### src/rtl/stack_pkg.sv
// ---------------------------------------------------------------------------
// stack_pkg: shared definitions for the stack-port sequencer.
//   op_e     - execute-stage operation encoding (req_op)
//   state_e  - sequencer FSM states
//   STACK_LIMIT_DEFAULT / SP_RESET_DEFAULT - default parameter values
//   push_ovf - overflow test applied at a PUSH strobe
// ---------------------------------------------------------------------------
package stack_pkg;

  typedef enum logic [1:0] {
    OP_PUSH = 2'd0,
    OP_POP  = 2'd1,
    OP_XTHL = 2'd2,
    OP_LDSP = 2'd3
  } op_e;

  typedef enum logic [1:0] {
    StIdle,
    StStrobe,
    StWait,
    StResp
  } state_e;

  localparam logic [15:0] STACK_LIMIT_DEFAULT = 16'hC000;
  // Memory powers up with its top at 17'h10000, which is 0 in 16 bits.
  localparam logic [15:0] SP_RESET_DEFAULT    = 16'h0000;

  // sp == 0 is the power-on top, so the wrap to 16'hFFFE is a legal push.
  function automatic logic push_ovf(input logic [15:0] sp, input logic [15:0] limit);
    return (sp != 16'h0000) && ((sp - 16'd2) < limit);
  endfunction

endpackage

### src/rtl/stack_seq_if.sv
// ---------------------------------------------------------------------------
// stack_seq_if: bundle between the execute stage, the sequencer and the
// memory stack port.
//   req_valid/req_ready/req_op/req_data  - operation request handshake
//   rsp_valid/rsp_ready/rsp_data         - response handshake
//   mem_push/mem_pop/mem_swap/mem_replace_sp/mem_wdata - strobes to memory
//   mem_rdata                            - memory read data (1-cycle latency)
// Modports: slave = sequencer view, master = execute stage + memory view.
// ---------------------------------------------------------------------------
interface stack_seq_if;

  logic        req_valid;
  logic        req_ready;
  logic [1:0]  req_op;
  logic [15:0] req_data;
  logic        rsp_valid;
  logic        rsp_ready;
  logic [15:0] rsp_data;
  logic        mem_push;
  logic        mem_pop;
  logic        mem_swap;
  logic        mem_replace_sp;
  logic [15:0] mem_wdata;
  logic [15:0] mem_rdata;

  modport slave (
    input  req_valid, req_op, req_data, rsp_ready, mem_rdata,
    output req_ready, rsp_valid, rsp_data,
    output mem_push, mem_pop, mem_swap, mem_replace_sp, mem_wdata
  );

  modport master (
    output req_valid, req_op, req_data, rsp_ready, mem_rdata,
    input  req_ready, rsp_valid, rsp_data,
    input  mem_push, mem_pop, mem_swap, mem_replace_sp, mem_wdata
  );

endinterface

### src/rtl/stack_seq.sv
// ---------------------------------------------------------------------------
// stack_seq: CPU-side initiator for the memory stack port. Takes one
// PUSH/POP/XTHL/LDSP at a time, issues a single one-cycle memory strobe,
// waits out the memory read latency for POP/XTHL and returns the result
// through a valid/ready response. Keeps a shadow SP and a sticky overflow.
// Ports:
//   i_clk   - clock, all state on rising edge
//   i_rst   - asynchronous active-high reset
//   io_stk  - stack_seq_if.slave (request, response, memory strobes)
//   o_sp    - shadow stack pointer
//   o_ovf   - sticky stack-overflow flag
// After reset the memory (which has no reset) may disagree with o_sp; the
// core issues LDSP before using the stack again.
// ---------------------------------------------------------------------------
module stack_seq
  import stack_pkg::*;
#(
  parameter logic [15:0] STACK_LIMIT = STACK_LIMIT_DEFAULT,
  parameter logic [15:0] SP_RESET    = SP_RESET_DEFAULT
) (
  input  logic              i_clk,
  input  logic              i_rst,
  stack_seq_if.slave        io_stk,
  output logic [15:0]       o_sp,
  output logic              o_ovf
);

  state_e      r_state, w_state_d;
  op_e         r_op, w_op_d;
  logic [15:0] r_data, w_data_d;
  logic [15:0] r_rsp_data, w_rsp_data_d;
  logic [15:0] r_sp, w_sp_d;
  logic        r_ovf, w_ovf_d;

  logic        w_push, w_pop, w_swap, w_replace_sp;

  always_ff @(posedge i_clk or posedge i_rst) begin
    if (i_rst) begin
      r_state    <= StIdle;
      r_op       <= OP_PUSH;
      r_data     <= 16'h0000;
      r_rsp_data <= 16'h0000;
      r_sp       <= SP_RESET;
      r_ovf      <= 1'b0;
    end else begin
      r_state    <= w_state_d;
      r_op       <= w_op_d;
      r_data     <= w_data_d;
      r_rsp_data <= w_rsp_data_d;
      r_sp       <= w_sp_d;
      r_ovf      <= w_ovf_d;
    end
  end

  always_comb begin
    w_state_d    = r_state;
    w_op_d       = r_op;
    w_data_d     = r_data;
    w_rsp_data_d = r_rsp_data;
    w_sp_d       = r_sp;
    w_ovf_d      = r_ovf;
    w_push       = 1'b0;
    w_pop        = 1'b0;
    w_swap       = 1'b0;
    w_replace_sp = 1'b0;

    unique case (r_state)
      StIdle: begin
        if (io_stk.req_valid) begin
          w_op_d    = op_e'(io_stk.req_op);
          w_data_d  = io_stk.req_data;
          w_state_d = StStrobe;
        end
      end

      // Exactly one strobe per operation, so the memory's replace_SP
      // priority over push/pop never comes into play.
      StStrobe: begin
        unique case (r_op)
          OP_PUSH: begin
            w_push       = 1'b1;
            w_sp_d       = r_sp - 16'd2;
            w_rsp_data_d = 16'h0000;
            w_state_d    = StResp;
            if (push_ovf(r_sp, STACK_LIMIT)) begin
              w_ovf_d = 1'b1;
            end
          end
          OP_POP: begin
            w_pop     = 1'b1;
            w_sp_d    = r_sp + 16'd2;
            w_state_d = StWait;
          end
          OP_XTHL: begin
            w_swap    = 1'b1;
            w_state_d = StWait;
          end
          OP_LDSP: begin
            w_replace_sp = 1'b1;
            w_sp_d       = r_data;
            w_rsp_data_d = 16'h0000;
            w_state_d    = StResp;
          end
          default: w_state_d = StIdle;
        endcase
      end

      // Memory output is valid the cycle after the pop/swap strobe.
      StWait: begin
        w_rsp_data_d = io_stk.mem_rdata;
        w_state_d    = StResp;
      end

      StResp: begin
        if (io_stk.rsp_ready) begin
          w_state_d = StIdle;
        end
      end

      default: w_state_d = StIdle;
    endcase
  end

  assign io_stk.req_ready      = (r_state == StIdle);
  assign io_stk.rsp_valid      = (r_state == StResp);
  assign io_stk.rsp_data       = r_rsp_data;
  assign io_stk.mem_push       = w_push;
  assign io_stk.mem_pop        = w_pop;
  assign io_stk.mem_swap       = w_swap;
  assign io_stk.mem_replace_sp = w_replace_sp;
  assign io_stk.mem_wdata      = r_data;
  assign o_sp                  = r_sp;
  assign o_ovf                 = r_ovf;

endmodule

### src/flat_wrapper.sv
// flat-port wrapper written by rule: the top's interface ports become plain ports
module stack_seq_flat import stack_pkg::*;
#(
  parameter logic [15:0] STACK_LIMIT = STACK_LIMIT_DEFAULT,
  parameter logic [15:0] SP_RESET    = SP_RESET_DEFAULT
)
  (i_clk, i_rst, o_sp, o_ovf, io_stk_req_valid, io_stk_req_op, io_stk_req_data, io_stk_rsp_ready, io_stk_mem_rdata, io_stk_req_ready, io_stk_rsp_valid, io_stk_rsp_data, io_stk_mem_push, io_stk_mem_pop, io_stk_mem_swap, io_stk_mem_replace_sp, io_stk_mem_wdata);
  stack_seq_if io_stk_i ();
  input  logic i_clk;
  input  logic i_rst;
  output logic [15:0] o_sp;
  output logic o_ovf;
  input wire logic [$bits(io_stk_i.req_valid)-1:0] io_stk_req_valid;
  input wire logic [$bits(io_stk_i.req_op)-1:0] io_stk_req_op;
  input wire logic [$bits(io_stk_i.req_data)-1:0] io_stk_req_data;
  input wire logic [$bits(io_stk_i.rsp_ready)-1:0] io_stk_rsp_ready;
  input wire logic [$bits(io_stk_i.mem_rdata)-1:0] io_stk_mem_rdata;
  output wire logic [$bits(io_stk_i.req_ready)-1:0] io_stk_req_ready;
  output wire logic [$bits(io_stk_i.rsp_valid)-1:0] io_stk_rsp_valid;
  output wire logic [$bits(io_stk_i.rsp_data)-1:0] io_stk_rsp_data;
  output wire logic [$bits(io_stk_i.mem_push)-1:0] io_stk_mem_push;
  output wire logic [$bits(io_stk_i.mem_pop)-1:0] io_stk_mem_pop;
  output wire logic [$bits(io_stk_i.mem_swap)-1:0] io_stk_mem_swap;
  output wire logic [$bits(io_stk_i.mem_replace_sp)-1:0] io_stk_mem_replace_sp;
  output wire logic [$bits(io_stk_i.mem_wdata)-1:0] io_stk_mem_wdata;
  assign io_stk_i.req_valid = io_stk_req_valid;
  assign io_stk_i.req_op = io_stk_req_op;
  assign io_stk_i.req_data = io_stk_req_data;
  assign io_stk_i.rsp_ready = io_stk_rsp_ready;
  assign io_stk_i.mem_rdata = io_stk_mem_rdata;
  assign io_stk_req_ready = io_stk_i.req_ready;
  assign io_stk_rsp_valid = io_stk_i.rsp_valid;
  assign io_stk_rsp_data = io_stk_i.rsp_data;
  assign io_stk_mem_push = io_stk_i.mem_push;
  assign io_stk_mem_pop = io_stk_i.mem_pop;
  assign io_stk_mem_swap = io_stk_i.mem_swap;
  assign io_stk_mem_replace_sp = io_stk_i.mem_replace_sp;
  assign io_stk_mem_wdata = io_stk_i.mem_wdata;
  stack_seq #(.STACK_LIMIT(STACK_LIMIT), .SP_RESET(SP_RESET)) u_core (.i_clk(i_clk), .i_rst(i_rst), .io_stk(io_stk_i), .o_sp(o_sp), .o_ovf(o_ovf));
endmodule
### config.mk
export PLATFORM = sky130hd
export DESIGN_NAME = stack_seq_flat
export DESIGN_NICKNAME = d
export VERILOG_FILES = /design/src/rtl/stack_pkg.sv /design/src/rtl/stack_seq_if.sv /design/src/rtl/stack_seq.sv /design/src/flat_wrapper.sv
export SDC_FILE = /design/constraint.sdc
export NUM_CORES = 1
export LEC_CHECK = 0
export BUFFER_PORTS_ARGS = -buffer_cell sky130_fd_sc_hd__buf_2
export CORE_UTILIZATION = 52
export DETAILED_ROUTE_END_ITERATION = 7
export PLACE_DENSITY_LB_ADDON = 0.12
export SLEW_MARGIN = 20
export SYNTH_ARGS = -nofsm -noshare
export SYNTH_HDL_FRONTEND = slang
export SYNTH_SLANG_ARGS = --single-unit
### constraint.sdc
create_clock -name i_clk -period 2.31 [get_ports i_clk]
set_input_delay 0.231 -clock i_clk [delete_from_list [all_inputs] [get_ports i_clk]]
set_output_delay 0.231 -clock i_clk [all_outputs]
set_load 0.1 [all_outputs]
==> impl_metrics.py, run 1 <==
metrics = {
    "clock_network": {
        "cts_made_buffers": 5,
        "clk_latency_ns": 0.31,
        "post-cts-setup-buffer-count": 0,
        "cts.clk_slew.worst_paths_ns": 0.10,
        "cts_tree": "built",
        "cts_root_buffer": "clkbuf_8",
        "cts_max_level": 2,
        "cts_buffer_depth": 2,
        "clock-sinks": 53,
    },
    "layout": {
        "drive_gt1_frac": 0.375,
        "regArea_um2": 1340,
        "final.fill_count": 477,
        "mostFrequentLayoutCells": "buf_2 (91), nand2_1 (54), dfrtp_1 (45)",
        "multi_input_comb_area_um2": 1560,
        "fin_nets": 476,
        "syn_to_final_growth_pct": 24.1,
        "final_common_cell": "buf_2",
        "design_area_um2": 3760,
        "insertedDiodeCount": 0,
    },
    "placed_design": {
        "place_hpwl_mm": 5.56,
        "place_area_um2": 3650,
        "gp_congestion": 0.956,
        "port-buffer-count": 92,
    },
    "timing": {
        "slew_viol_final": 0,
        "period_minus_slack_ns": 2.18,
        "period_share": 0.944,
        "setup_violations": 0,
        "worstMarginPinSlew_ns": 0.580,
        "fmax_mhz": 459,
        "relSlewSlack": 0.613,
        "hold_viol": 0,
        "rsz0062_at_grt": "no",
        "finClkSkew_ns": 0.00503,
    },
    "floorplan": {
        "io_pins": 93,
        "dieArea_um2": 6130,
        "die_w_um": 78.3,
        "fp.dieH_um": 78.3,
        "core_um2": 5570,
        "placementRows": 27,
        "start_util": 0.543,
    },
    "logic_synthesis": {
        "ys_seq_area_frac": 0.438,
        "syn_avg_cell_area_um2": 9.04,
        "synthTopCellsByArea": "dfrtp_1 (44%), mux2_2 (7.4%), nand2_1 (6.7%), o21ai_0 (5.6%), ha_1 (5.0%)",
        "ys_ff_latch": 53,
        "synth_top_area_frac": 0.438,
        "synth_nets": 385,
        "muxShareOfSynthArea": 0.0843,
        "synth-edff-count": 0,
        "synth-warning-count": 0,
        "synth_top_flop_cell": "dfrtp_1",
        "synth_compound_area_frac": 0.174,
        "synthCells": 335,
        "synthAdderAreaFrac": 0.0496,
        "synth_cell_types": 48,
        "synth_top_family_by_area": "simple AND/OR/NAND/NOR gates",
        "yosys.area_share.xor_xnor": 0,
        "ys_async_sr_fraction": 1.00,
        "syn-cell-area_um2": 3030,
        "yosys.area_share.simple": 0.199,
        "yosysTopAreaCell": "dfrtp_1",
    },
    "route": {
        "routed-via-count": 2877,
        "initialDrtViolationCount": 340,
        "wl_per_cell_um": 15.0,
        "totalWireLength_mm": 7.49,
        "ant_nets": 0,
        "via_per_inst": 5.77,
        "first_pass_iters": 5,
        "post-route-drc-count": 0,
    },
    "setup_path": {
        "crit_chain": "inv_1 -> ha_1 -> inv_1 -> buf_4 -> nor2_2 -> buf_12",
        "end_kind": "output pin",
        "worstPathArrival_ns": 1.95,
        "cp_max_fo": 9,
        "rr_worst_depth": 5,
        "path_class": "reg2out",
        "crit_slowest_cell": "dfrtp_1",
        "slowest_delay_ns": 0.45,
        "startpoint_type": "flip-flop",
        "path_buf_inv": 4,
        "crit_top_cell": "inv_1",
        "cp_num_cells": 6,
        "critPathTopFamily": "buffers and inverters",
        "cp_data_required_time_ns": 2.08,
    },
    "global_routing": {
        "grtUsageTotal": 0.260,
        "grt_max_degree": 33,
        "grt_pass1_wl_mm": 12.6,
        "gr-total-overflow": 0,
        "grt_pass1_vias": 2707,
        "antenna_found_initial": 0,
    },
    "run": {
        "max_cap_viol_count": 0,
    },
    "hold_path": {
        "hold_class": "in2reg",
        "min_path_cells": 2,
    },
    "outcome": {
        "status": "finished, final reports clean",
    },
}
-- registers in the layout, summed over array words and instances, names as in the netlist --
signal and count:
u_core.io_stk.mem_wdata 16, u_core.io_stk.rsp_data 16, u_core.o_sp 16, u_core.r_op 2, u_core.r_state 2, u_core.o_ovf 1
-- what timing repair did --
action | 4_1_cts | 5_1_grt
gates resized for setup | 0 | 1
endpoints found under the hold margin | 13 | 0
endpoints found under the setup margin | 0 | 2
hold buffers | 1 | 0
-- cell type report --
cell class | instances | area share
clock buffer | 5 | 0.0183
inverter | 15 | 0.0150
sequential | 53 | 0.356
multi-input combinational | 240 | 0.415
tap | 72 | 0.0240
timing repair buffer | 111 | 0.165
clock inverter | 3 | 0.00699
-- routing by layer --
layer / track usage / routed length [um] / vias to the layer above
met5: 0 / 0 / -
met4: 0.0778 / 93 / 0
met3: 0.0512 / 568 / 8
met2: 0.417 / 3550 / 131
met1: 0.358 / 3280 / 1360
li1: - / - / 1378
-- per-stage QoR --
| stage | hold WS [ns] | util | std cells | setup TNS (ns) | setup slack (ns) |
|---|---|---|---|---|---|
| after floorplan | 0.376 | - | 335 | -0.00342 | -0.00342 |
| after global placement | 0.204 | 0.655 | 490 | 0 | 0.188 |
| after detailed placement | 0.204 | 0.655 | 490 | 0 | 0.110 |
| after CTS | 0.139 | 0.674 | 499 | 0 | 0.0840 |
| after global routing | 0.138 | 0.674 | 499 | 0 | 0.0166 |
| final | 0.142 | 0.674 | 499 | 0 | 0.129 |
-- worst paths after layout --
kind | startpoint | to | slack [ns]
max in group asynchronous | i_rst | u_core.o_sp[2] | 1.29
setup / recovery | u_core.r_op[1] | io_stk_mem_pop | 0.13
hold reg to reg | u_core.io_stk.rsp_data[3] | u_core.io_stk.rsp_data[3] | 0.48
min in group asynchronous | i_rst | u_core.io_stk.mem_wdata[1] | 0.40
hold / removal | io_stk_req_data[9] | u_core.io_stk.mem_wdata[9] | 0.14
setup reg to reg | u_core.o_sp[1] | u_core.o_sp[10] | 0.15
-- cell usage after synthesis (3+ instances only) --
cell type and count:
o211ai_1 4, o221ai_1 3, buf_2 3, o31ai_1 3, and2_1 3, a221oi_1 4
clkbuf_1 23, mux2i_1 3, o22ai_1 3, mux2_2 20, nand3_1 8, or4_1 4
nand2_1 54, inv_1 15, a21oi_1 7, nor3_1 8, o21ai_0 34, a22oi_1 5
ha_1 12, or3_1 4, dfrtp_1 53, nor4_1 7, nand4_1 3, nor2_1 20
-- cell families after synthesis --
logic type                 Yosys count
AOI/OAI and AO/OA                   81
adders and majority gates           12
buffers and inverters               42
DFF                                 53
muxes                               23
and+or+nand+nor                    124
Power of run 1 is left out: the tool's default activity adds up to more than one toggle a clock period on the data nets, which glitch-free logic cannot reach.
==> run 2, diff against run 1 <==
--- a/config.mk
+++ b/config.mk
@@ -6,8 +6,10 @@
 export NUM_CORES = 1
 export LEC_CHECK = 0
 export BUFFER_PORTS_ARGS = -buffer_cell sky130_fd_sc_hd__buf_2
+export CAP_MARGIN = 20
 export CORE_UTILIZATION = 52
 export DETAILED_ROUTE_END_ITERATION = 7
+export GPL_TIMING_DRIVEN = 0
 export PLACE_DENSITY_LB_ADDON = 0.12
 export SLEW_MARGIN = 20
 export SYNTH_ARGS = -nofsm -noshare
==> constraint.sdc (replaced) <==
create_clock -name i_clk -period 2.31 [get_ports i_clk]
set_input_delay 0.1155 -clock i_clk [delete_from_list [all_inputs] [get_ports i_clk]]
set_output_delay 0.1155 -clock i_clk [all_outputs]
set_load 0.1 [all_outputs]
==> run 2 against run 1 <==
  * Fmax fell by 1.3%
  * Design area up 0.13%
  * Largest cell class unchanged
  * Register-to-register slack got worse by 0.05 ns
  * First-iteration DRC count fell by 20%
  * Flip-flop and latch count unchanged
  * Setup slack worse by 0.029 ns
  * Critical endpoint is now u_core.o_sp[15]
  * Sequential share of layout area barely moved
==> impl_metrics.py, run 2 (synthesis results as in run 1) <==
metrics = {
    "placed_design": {
        "numPlacedInstances": 500,
        "port-buffer-count": 92,
        "place_hpwl_mm": 5.66,
        "gp_congestion": 0.916,
    },
    "timing": {
        "setup_violations": 0,
        "tns_ns": 0,
        "period_minus_slack_ns": 2.21,
        "period_share": 0.957,
        "slew_viol_final": 0,
        "worstMarginPinSlew_ns": 0.549,
        "rsz0062_at_grt": "no",
        "hold_viol": 0,
        "finClkSkew_ns": 0.00389,
        "fmax_mhz": 453,
        "relSlewSlack": 0.634,
    },
    "route": {
        "wl_per_cell_um": 15.6,
        "first_pass_iters": 5,
        "totalWireLength_mm": 7.92,
        "ant_nets": 0,
        "via_per_inst": 5.70,
        "initialDrtViolationCount": 271,
        "post-route-drc-count": 0,
        "routed-via-count": 2891,
    },
    "floorplan": {
        "placementRows": 27,
        "start_util": 0.543,
        "die_w_um": 78.3,
        "dieArea_um2": 6130,
        "fp.dieH_um": 78.3,
        "io_pins": 93,
        "core_um2": 5570,
    },
    "setup_path": {
        "path_class": "reg2reg",
        "rr_endpoint": "u_core.o_sp[15]",
        "cp_data_required_time_ns": 2.51,
        "rr_worst_depth": 7,
        "startpoint_type": "flip-flop",
        "r2r_slack_ns": 0.10,
        "rr_startpoint": "u_core.o_sp[1]",
        "end_kind": "flip-flop",
        "cp_max_fo": 9,
        "worstPathArrival_ns": 2.41,
    },
    "global_routing": {
        "grt_pass1_vias": 2750,
        "grt_pass1_wl_mm": 13.1,
        "grt_max_degree": 33,
        "antenna_found_initial": 0,
        "gr-total-overflow": 0,
        "grtUsageTotal": 0.273,
    },
    "clock_network": {
        "cts_max_level": 2,
        "cts_tree": "built",
        "cts_made_buffers": 5,
        "clock-sinks": 53,
        "cts.clk_slew.worst_paths_ns": 0.10,
        "clk_latency_ns": 0.32,
        "cts_buffer_depth": 2,
        "cts_root_buffer": "clkbuf_8",
    },
    "layout": {
        "syn_to_final_growth_pct": 24.3,
        "fin_nets": 484,
        "insertedDiodeCount": 0,
        "final_util": 0.675,
        "instances_no_fill": 507,
        "final_common_cell": "buf_2",
        "mostFrequentLayoutCells": "buf_2 (92), nand2_1 (54), dfrtp_1 (45)",
        "drive_gt1_frac": 0.349,
    },
    "hold_path": {
        "min_to": "u_core.r_op[0]",
        "hold_path_startpoint": "io_stk_req_op[0]",
        "min_path_cells": 2,
        "hold_class": "in2reg",
    },
    "outcome": {
        "status": "finished, final reports clean",
    },
    "run": {
        "max_cap_viol_count": 0,
    },
}
==> run 2: area by class of cell <==
class                           instances  area (um2)
Timing Repair Buffer                   94         495
Clock inverter                          3        25.0
Multi-Input combinational cell        240        1570
Buffer                                 25         119
Sequential cell                        53        1340
Tap cell                               72        90.1
Clock buffer                            5        68.8
Fill cell                             486        1810
Inverter                               15        56.3
==> run 2: metrics by stage <==
| step | hold WS [ns] | instance area (um2) | setup slack [ns] |
|---|---|---|---|
| after floorplan | 0.260 | 3060 | -0.0620 |
| after global placement | 0.346 | 3610 | -0.0185 |
| final | 0.0231 | 3760 | 0.100 |
| after global routing | 0.0216 | 3760 | 0.00104 |
| after CTS | 0.0132 | 3740 | 0.00352 |
| after detailed placement | 0.170 | 3630 | -0.00798 |
==> run 2: worst max-delay path: stages (launching register included) <==
cell	delay, ns
dfrtp_2	0.49
inv_2	0.09
ha_1	0.21
or4b_4	0.57
nor4_4	0.31
o21ai_0	0.12
a22oi_1	0.24
nand2_1	0.07
==> run 2: timing repair <==
| action | in CTS | in global routing |
|---|---|---|
| buffers inserted | 0 | 0 |
| endpoints found under the setup margin | 4 | 12 |
| pin swaps | 0 | 1 |
| hold endpoints to repair | 21 | 0 |
| gates resized for setup | 5 | 10 |
| hold buffers | 1 | 0 |
==> run 2: worst max-delay path by stage <==
stage / start / to / slack [ns]
final: u_core.o_sp[1] / u_core.o_sp[15] / 0.10
after global routing: u_core.r_op[0] / u_core.o_sp[15] / 0.001
after CTS: u_core.o_sp[1] / u_core.o_sp[15] / 0.004
after detailed placement: u_core.o_sp[1] / u_core.o_ovf / -0.008
after global placement: u_core.o_sp[1] / u_core.o_ovf / -0.02
after floorplan: u_core.o_sp[1] / u_core.o_ovf / -0.06
==> run 2: metal layers <==
metal  wire length, um  up-vias  track usage
li1                  -     1399            -
met1              3400     1348        0.358
met2              3760      127        0.446
met3               598       17       0.0593
met4               166        0       0.0981
met5                 0        -            0
Power of run 2 is left out for the same reason.
